[src/rtl/mem_stage_pkg.sv]
// Shared types and helpers for the memory-access pipeline stage.
// Covers FSM states, access-size codes, and lane/legality helpers.
package mem_stage_pkg;

    typedef enum logic {
        IDLE,
        ACCESS
    } state_t;

    localparam logic [1:0] SZ_BYTE = 2'b00;
    localparam logic [1:0] SZ_HALF = 2'b01;
    localparam logic [1:0] SZ_WORD = 2'b10;

    function automatic logic [3:0] byte_en(input logic [1:0] size, input logic [1:0] addr);
        logic [3:0] be;
        case (size)
            SZ_BYTE: be = 4'b0001 << addr;
            SZ_HALF: be = addr[1] ? 4'b1100 : 4'b0011;
            default: be = 4'b1111;
        endcase
        return be;
    endfunction

    // The memory picks its lane by byte enable, so every lane carries a copy.
    function automatic logic [31:0] store_lanes(input logic [1:0] size, input logic [31:0] d);
        logic [31:0] w;
        case (size)
            SZ_BYTE: w = {4{d[7:0]}};
            SZ_HALF: w = {2{d[15:0]}};
            default: w = d;
        endcase
        return w;
    endfunction

    function automatic logic access_legal(input logic [1:0] size, input logic [1:0] addr,
                                          input logic rd, input logic wr);
        logic ok;
        ok = !(rd && wr);
        case (size)
            SZ_BYTE: ;
            SZ_HALF: if (addr[0]) ok = 1'b0;
            SZ_WORD: if (addr != 2'b00) ok = 1'b0;
            default: ok = 1'b0;
        endcase
        return ok;
    endfunction

endpackage

[src/rtl/mem_load_align.sv]
// Load data alignment: selects the addressed byte/half of the read word
// and sign- or zero-extends it to 32 bits.
module mem_load_align
    import mem_stage_pkg::*;
(
    input  logic [31:0] rdata,
    input  logic [1:0]  addr,
    input  logic [1:0]  size,
    input  logic        sgn,
    output logic [31:0] data
);

    logic [7:0]  b;
    logic [15:0] h;

    always_comb begin
        b = rdata[{addr, 3'b000} +: 8];
        h = addr[1] ? rdata[31:16] : rdata[15:0];
        case (size)
            SZ_BYTE: data = {{24{sgn & b[7]}}, b};
            SZ_HALF: data = {{16{sgn & h[15]}}, h};
            default: data = rdata;
        endcase
    end

endmodule

[src/rtl/mem_stage.sv]
// Memory-access pipeline stage: ALU results pass through in one cycle,
// loads/stores run a req/ack handshake and stall EX while outstanding.
module mem_stage
    import mem_stage_pkg::*;
#(
    parameter int unsigned ADDR_W = 32
) (
    input  logic              RegClk,
    input  logic              Reset,
    input  logic              EXValid,
    input  logic [4:0]        EXRd,
    input  logic [31:0]       EXAluResult,
    input  logic [31:0]       EXStoreData,
    input  logic              EXMemRead,
    input  logic              EXMemWrite,
    input  logic [1:0]        EXMemSize,
    input  logic              EXMemSigned,
    input  logic              EXRegWrite,
    output logic              MEMStall,
    output logic              MemReq,
    output logic              MemWe,
    output logic [ADDR_W-1:0] MemAddr,
    output logic [31:0]       MemWData,
    output logic [3:0]        MemByteEn,
    input  logic [31:0]       MemRData,
    input  logic              MemAck,
    output logic [4:0]        MEMRd,
    output logic [31:0]       MEMData,
    output logic              MEMRegWrite,
    output logic              MisalignErr
);

    state_t      state_q, state_d;
    logic [4:0]  cap_rd;
    logic        cap_rw;
    logic        cap_load;
    logic [1:0]  cap_size;
    logic        cap_signed;
    logic [1:0]  cap_addr;
    logic        mem_op;
    logic        legal;
    logic [31:0] load_val;

    assign MEMStall = (state_q == ACCESS);

    always_comb begin
        mem_op = EXMemRead | EXMemWrite;
        legal  = access_legal(EXMemSize, EXAluResult[1:0], EXMemRead, EXMemWrite);
    end

    always_ff @(posedge RegClk) begin
        if (Reset) state_q <= IDLE;
        else       state_q <= state_d;
    end

    always_comb begin
        state_d = state_q;
        case (state_q)
            IDLE:    if (EXValid && mem_op && legal) state_d = ACCESS;
            ACCESS:  if (MemAck) state_d = IDLE;
            default: state_d = IDLE;
        endcase
    end

    mem_load_align u_align (
        .rdata (MemRData),
        .addr  (cap_addr),
        .size  (cap_size),
        .sgn   (cap_signed),
        .data  (load_val)
    );

    always_ff @(posedge RegClk) begin
        if (Reset) begin
            MemReq      <= 1'b0;
            MemWe       <= 1'b0;
            MemAddr     <= '0;
            MemWData    <= '0;
            MemByteEn   <= '0;
            MEMRd       <= '0;
            MEMData     <= '0;
            MEMRegWrite <= 1'b0;
            MisalignErr <= 1'b0;
            cap_rd      <= '0;
            cap_rw      <= 1'b0;
            cap_load    <= 1'b0;
            cap_size    <= '0;
            cap_signed  <= 1'b0;
            cap_addr    <= '0;
        end else begin
            // Write-back sees a bubble unless a result retires this cycle.
            MEMRegWrite <= 1'b0;
            MisalignErr <= 1'b0;
            case (state_q)
                IDLE: begin
                    if (EXValid) begin
                        if (!mem_op) begin
                            MEMRd       <= EXRd;
                            MEMData     <= EXAluResult;
                            MEMRegWrite <= EXRegWrite;
                        end else if (!legal) begin
                            MisalignErr <= 1'b1;
                        end else begin
                            cap_rd     <= EXRd;
                            cap_rw     <= EXRegWrite;
                            cap_load   <= EXMemRead;
                            cap_size   <= EXMemSize;
                            cap_signed <= EXMemSigned;
                            cap_addr   <= EXAluResult[1:0];
                            MemReq     <= 1'b1;
                            MemWe      <= EXMemWrite;
                            MemAddr    <= EXAluResult[ADDR_W-1:0];
                            MemWData   <= store_lanes(EXMemSize, EXStoreData);
                            MemByteEn  <= byte_en(EXMemSize, EXAluResult[1:0]);
                        end
                    end
                end
                ACCESS: begin
                    if (MemAck) begin
                        MemReq <= 1'b0;
                        if (cap_load) begin
                            MEMData     <= load_val;
                            MEMRd       <= cap_rd;
                            MEMRegWrite <= cap_rw;
                        end
                    end
                end
                default: ;
            endcase
        end
    end

endmodule

[config.mk]
export PLATFORM = sky130hd
export DESIGN_NAME = mem_stage
export DESIGN_NICKNAME = d
export VERILOG_FILES = /design/src/rtl/mem_stage_pkg.sv /design/src/rtl/mem_load_align.sv /design/src/rtl/mem_stage.sv
export SDC_FILE = /design/constraint.sdc
export NUM_CORES = 1
export LEC_CHECK = 0
export ABC_AREA = 1
export BUFFER_PORTS_ARGS = -buffer_cell sky130_fd_sc_hd__buf_2
export CORE_ASPECT_RATIO = 1.5
export CORE_UTILIZATION = 53
export CTS_CLUSTER_SIZE = 24
export DETAILED_ROUTE_END_ITERATION = 6
export PLACE_DENSITY = 0.86
export SLEW_MARGIN = 25
export SYNTH_ARGS = -nofsm -noshare
export SYNTH_HDL_FRONTEND = slang
export SYNTH_SLANG_ARGS = --single-unit
[constraint.sdc]
create_clock -name RegClk -period 2.8 [get_ports RegClk]
set_input_delay 0.28 -clock RegClk [delete_from_list [all_inputs] [get_ports RegClk]]
set_output_delay 0.28 -clock RegClk [all_outputs]
set_load 0.005 [all_outputs]
# After elaboration in Yosys (flattened, before gate mapping)
# Index checks and enable logic that the tools add are counted.
[totals]
output_inout_bits = 110
ff_bits = 122
[classes]
bitwise_logic = 6
n_eq_ne = 9
n_reduce_logical = 11
n_shift = 2
n_mux = 32
[ops]
columns = ["op", "count"]
rows = [
  ["32-bit one-hot mux with 2 select lines", 3],
  ["32-bit 2-to-1 mux", 4],
  ["32-bit by 6-bit indexed part select with 8-bit output", 1],
  ["5-bit 2-to-1 mux", 4],
  ["16-bit 2-to-1 mux", 1],
  ["1-bit 2-to-1 mux", 13],
  ["4-bit AND reduction", 3],
  ["2-bit inequality test, second input constant", 5],
  ["5-bit one-hot mux with 2 select lines", 1],
  ["4-bit one-hot mux with 2 select lines", 1],
  ["1-bit one-hot mux with 2 select lines", 3],
  ["2-bit by 1-bit equality test with 1-bit output, second input constant", 2],
  ["2-bit zero test", 2],
  ["4-bit 2-to-1 mux", 1],
  ["4-bit OR reduction", 1],
  ["1-bit by 2-bit left shift with 4-bit output, first input constant", 1],
  ["1-bit logical AND", 3],
  ["1-bit inverter", 3],
  ["1-bit one-hot mux with 3 select lines", 1],
  ["1-bit bitwise AND", 2],
  ["2-bit equality test, second input constant", 1],
  ["2-bit by 1-bit inequality test with 1-bit output, second input constant", 1],
  ["2-bit nonzero test", 1],
  ["1-bit zero test", 1],
  ["1-bit OR", 1],
]

# Longest topological paths before layout
[depth]
depth_word = 8
ltp_mapped = 11
depth_no_buf = 9

# By module
# Synthesis repeated with hierarchy kept, for this count alone.
[unflattened]
hier_cells = 1041
area_unflattened_um2 = 6434.9
[by_module_without_submodules]
columns = ["mod", "n_inst", "seq_area_each_um2", "cells_each", "area_per_inst_um2"]
rows = [
  ["mem_stage", 1, 2402.3, 888, 5580.4],
  ["mem_load_align", 1, 0.0, 153, 854.6],
]

# Least setup slack after synthesis
# No wires, ideal clock.
[synth_timing]
path_kind = "register to register"
start = "reg state_q, in the netlist MEMStall"
end = "reg MEMData[21]"
slack_ns = 1.410
path_stages_with_launch = 8
synth_period_minus_slack_ns = 1.390
arrival_ns = 1.270
cell_sequence = "dfxtp_1 buf_4 nand2_1 o21ai_2 a21boi_2 buf_2 buf_2 a21oi_1"
[synth_via]
elab_chain_cells = 3
elab_cells_between_ends = 7
cone_classes = "4 x eq/ne; 1 x mux; 1 x bitwise; 1 x reduce/logical"
[synth_lines]
columns = ["element", "line", "source"]
rows = [
  ["from (decl)", "mem_stage.sv:33", "state_t state_q, state_d;"],
  ["from (signal assigned)", "mem_stage.sv:53", "else state_q <= state_d;"],
  ["1-bit inverter (no source line)", "n/a", ""],
  ["2-bit inequality test (no source line)", "n/a", ""],
  ["4-bit AND reduction (no source line)", "n/a", ""],
  ["to (signal assigned)", "mem_stage.sv:99", "MEMData <= EXAluResult;"],
  ["to (signal assigned)", "mem_stage.sv:122", "MEMData <= load_val;"],
  ["to (decl)", "mem_stage.sv:28", "output logic [31:0] MEMData,"],
]
# Several ways; a longest one is shown, not always the timed one.
# A chain may end at the register's enable or synchronous reset.

# Worst setup path after layout
[layout_timing]
start = "reg state_q, in the netlist MEMStall"
end = "reg MEMData[10]"
# Same word-level chain as after synthesis.

==> impl_metrics.ini <==
[route]
wl_mm = 17.7
wl_met2_mm = 8.85
top_layer_used = met4
wl_met3_mm = 1.41
drc_errors = 0
drt_iter0_markers = 352
postRouteAntennaNets = 0
vias = 6319
drt-wirelength-per-cell_um = 15.2
firstDrtPassIters = 5
vias_per_cell = 5.44
wl_met1_mm = 6.48

[yosys]
ys.flop_type = dfxtp_1
synth_warnings = 0
synth_common_cells = 256 x nand2_1, 123 x a21oi_1, 120 x dfxtp_1
yosysMostFrequentCell = nand2_1
yosysSeqAreaShare_pct = 43.0
synthArstFlopShare_pct = 0
synth_top_area_cell = dfxtp_1
syn_avg_cell_area_um2 = 6.83
synth_edf_count = 0
yosysUniqueCellTypes = 28
synth.top_cell.area_share_pct = 43.0
synth_nets = 929
synth_area_leaders = dfxtp_1 43%, nand2_1 17%, a21oi_1 11%
synth_area_um2 = 5590
syn_inst = 818
ys_ff_latch = 120

[clocking]
clockRootBuffer = clkbuf_16
ctsResizeCount = 0
path_clk_slew_ns = 0.06
post_cts_buffers = 0
cts_tree = yes
postCtsHoldBufs = 0
cts_buffer_depth = 2
clock_latency_ns = 0.41
clock_sinks = 120
htreeDepth = 4
numCtsBuffers = 17

[worst_setup_path]
cp-end-kind = register
startpoint = MEMStall
crit-reg2reg-launch = MEMStall
max_stage_delay_ns = 0.72
rrSetupSlack_ns = 0.54
startpoint_type = register
cp_max_fo = 38
reg2reg_depth = 6
r2r-end = MEMData[10]
cp.required_ns = 3.12
path_class = reg -> reg
crit_slowest_cell = dfxtp_1
arrival_ns = 2.59
crit_chain = nand2_1, o21ai_2, a21boi_4, buf_12, o21ai_0, a21oi_1

[grt]
antenna_found_initial = 1
grt_remaining_overflow = 0
grt_use_total_pct = 32.5
grt_pass1_vias = 5918
grt_pass1_wl_mm = 27.9
grt_max_degree = 76

[outcome]
status = finished clean

[sta]
period_needed_ns = 2.26
max_slew_margin_pct = 32.7
skew_ns = 0.00525
tightest_slew_ns = 1.01
rsz0062_at_grt = false
slew_viol_final = 0
finalCritPeriodShare_pct = 80.9
tns_ns = 0
setup_viol = 0
whs_ns = 0.0962
fmax_ghz = 0.442
final_hold_viol_count = 0

[power]
leakage_nw = 3.59
power.density_nw_per_um2 = 645
ir_worst_vdd_uv = 458

[final_layout]
layout-drive-gt1-share_pct = 28.7
num-fill-cells = 894
finalNetCount = 1118
area_delta_synth_final_pct = 30.1

[placement]
dpl.hpwl_mm = 12.2
gp_congestion = 0.925
io_buffers = 220

[die]
start_util_pct = 54.8
core_um2 = 10200
pin_count = 221
rows = 45
die_area_um2 = 11000
die_y_um = 128
die_x_um = 85.8

[hold_path]
min_from = EXMemWrite
holdPathEnd = cap_load
hold_path_depth = 2
hp-class = in -> reg

[flow_run]
cap_viol_max_count = 0
==> area by class of cell <==
class	instances	area, um^2	area share, %
Antenna cell	1	2.50	0.0344
Clock buffer	20	457	6.28
Clock inverter	12	150	2.07
Inverter	23	86.3	1.19
Multi-Input combinational cell	615	2790	38.4
Sequential cell	120	2400	33.1
Tap cell	141	176	2.43
Timing Repair Buffer	230	1200	16.5
==> cells in the final DEF, fill, tap and decap left out, types with 4 or more instances in the layout <==
cell and instances:
clkinv_2 4, buf_2 220, nor2_1 72, a21oi_1 123, or2_2 16, inv_1 16, clkbuf_16 17, o211a_1 5
o211ai_1 7, inv_2 6, nand2_1 256, o21ai_1 11, dfxtp_1 120, buf_4 8, o21ai_0 68, nand3_1 44
==> how the worst max path moves through the flow <==
stage	endpoint	cells after the start	slack [ns]
floorplan	MEMData[21]	7	1.41
global placement	MEMData[22]	6	0.71
detailed placement	MEMData[10]	6	0.60
CTS	MEMData[22]	6	0.55
global route	MEMData[21]	6	0.32
finish	MEMData[10]	6	0.54
==> metrics by stage <==
stage / total power [mW] / setup slack (ns) / std cells / cell area (um^2) / utilization, %
after CTS: 4.69 / 0.555 / 1161 / 7270 / 71.3
after global placement: 2.46 / 0.714 / 1129 / 6660 / 65.3
after global routing: 4.85 / 0.322 / 1162 / 7270 / 71.3
after floorplan: 2.22 / 1.41 / 818 / 5590 / -
after detailed placement: 2.47 / 0.604 / 1129 / 6660 / 65.3
final: 4.69 / 0.536 / 1162 / 7270 / 71.3
==> state kept, by name (all words and copies together) (netlist names) <==
name         cells
MemReq           1
cap_size         2
MemAddr         32
MEMData         32
cap_load         1
cap_rd           5
MisalignErr      1
MEMRegWrite      1
MemWe            1
cap_signed       1
MemByteEn        4
cap_rw           1
MemWData        32
MEMRd            5
MEMStall         1
==> where the power goes <==
part           total (mW)  internal, mW  switching (mW)
logic               0.600         0.244           0.356
registers            1.85          1.80          0.0510
clock network        2.24          1.44           0.797
total                4.69          3.48            1.20
==> per-layer routing <==
metal | global-route usage, % | vias to the layer above
li1 | - | 3061
met5 | 0 | -
met2 | 57.2 | 336
met3 | 7.86 | 70
met1 | 34.8 | 2852
met4 | 19.6 | 0
==> critical path, delay by kind of cell (launching register included) <==
| family | cells | cell delay [ns] |
|---|---|---|
| compound gates | 4 | 1.01 |
| buf+inv | 1 | 0.26 |
| simple gates | 1 | 0.18 |
| flops | 1 | 0.72 |
==> kinds of logic after synthesis <==
| kind of cell | Yosys count | share of synthesized area (%) |
|---|---|---|
| buffers and inverters | 83 | 7.12 |
| and+or+nand+nor | 395 | 29.1 |
| AOI/OAI and AO/OA | 220 | 20.8 |
| DFF | 120 | 43.0 |
Note: power is estimated with default switching activity, not from simulation.
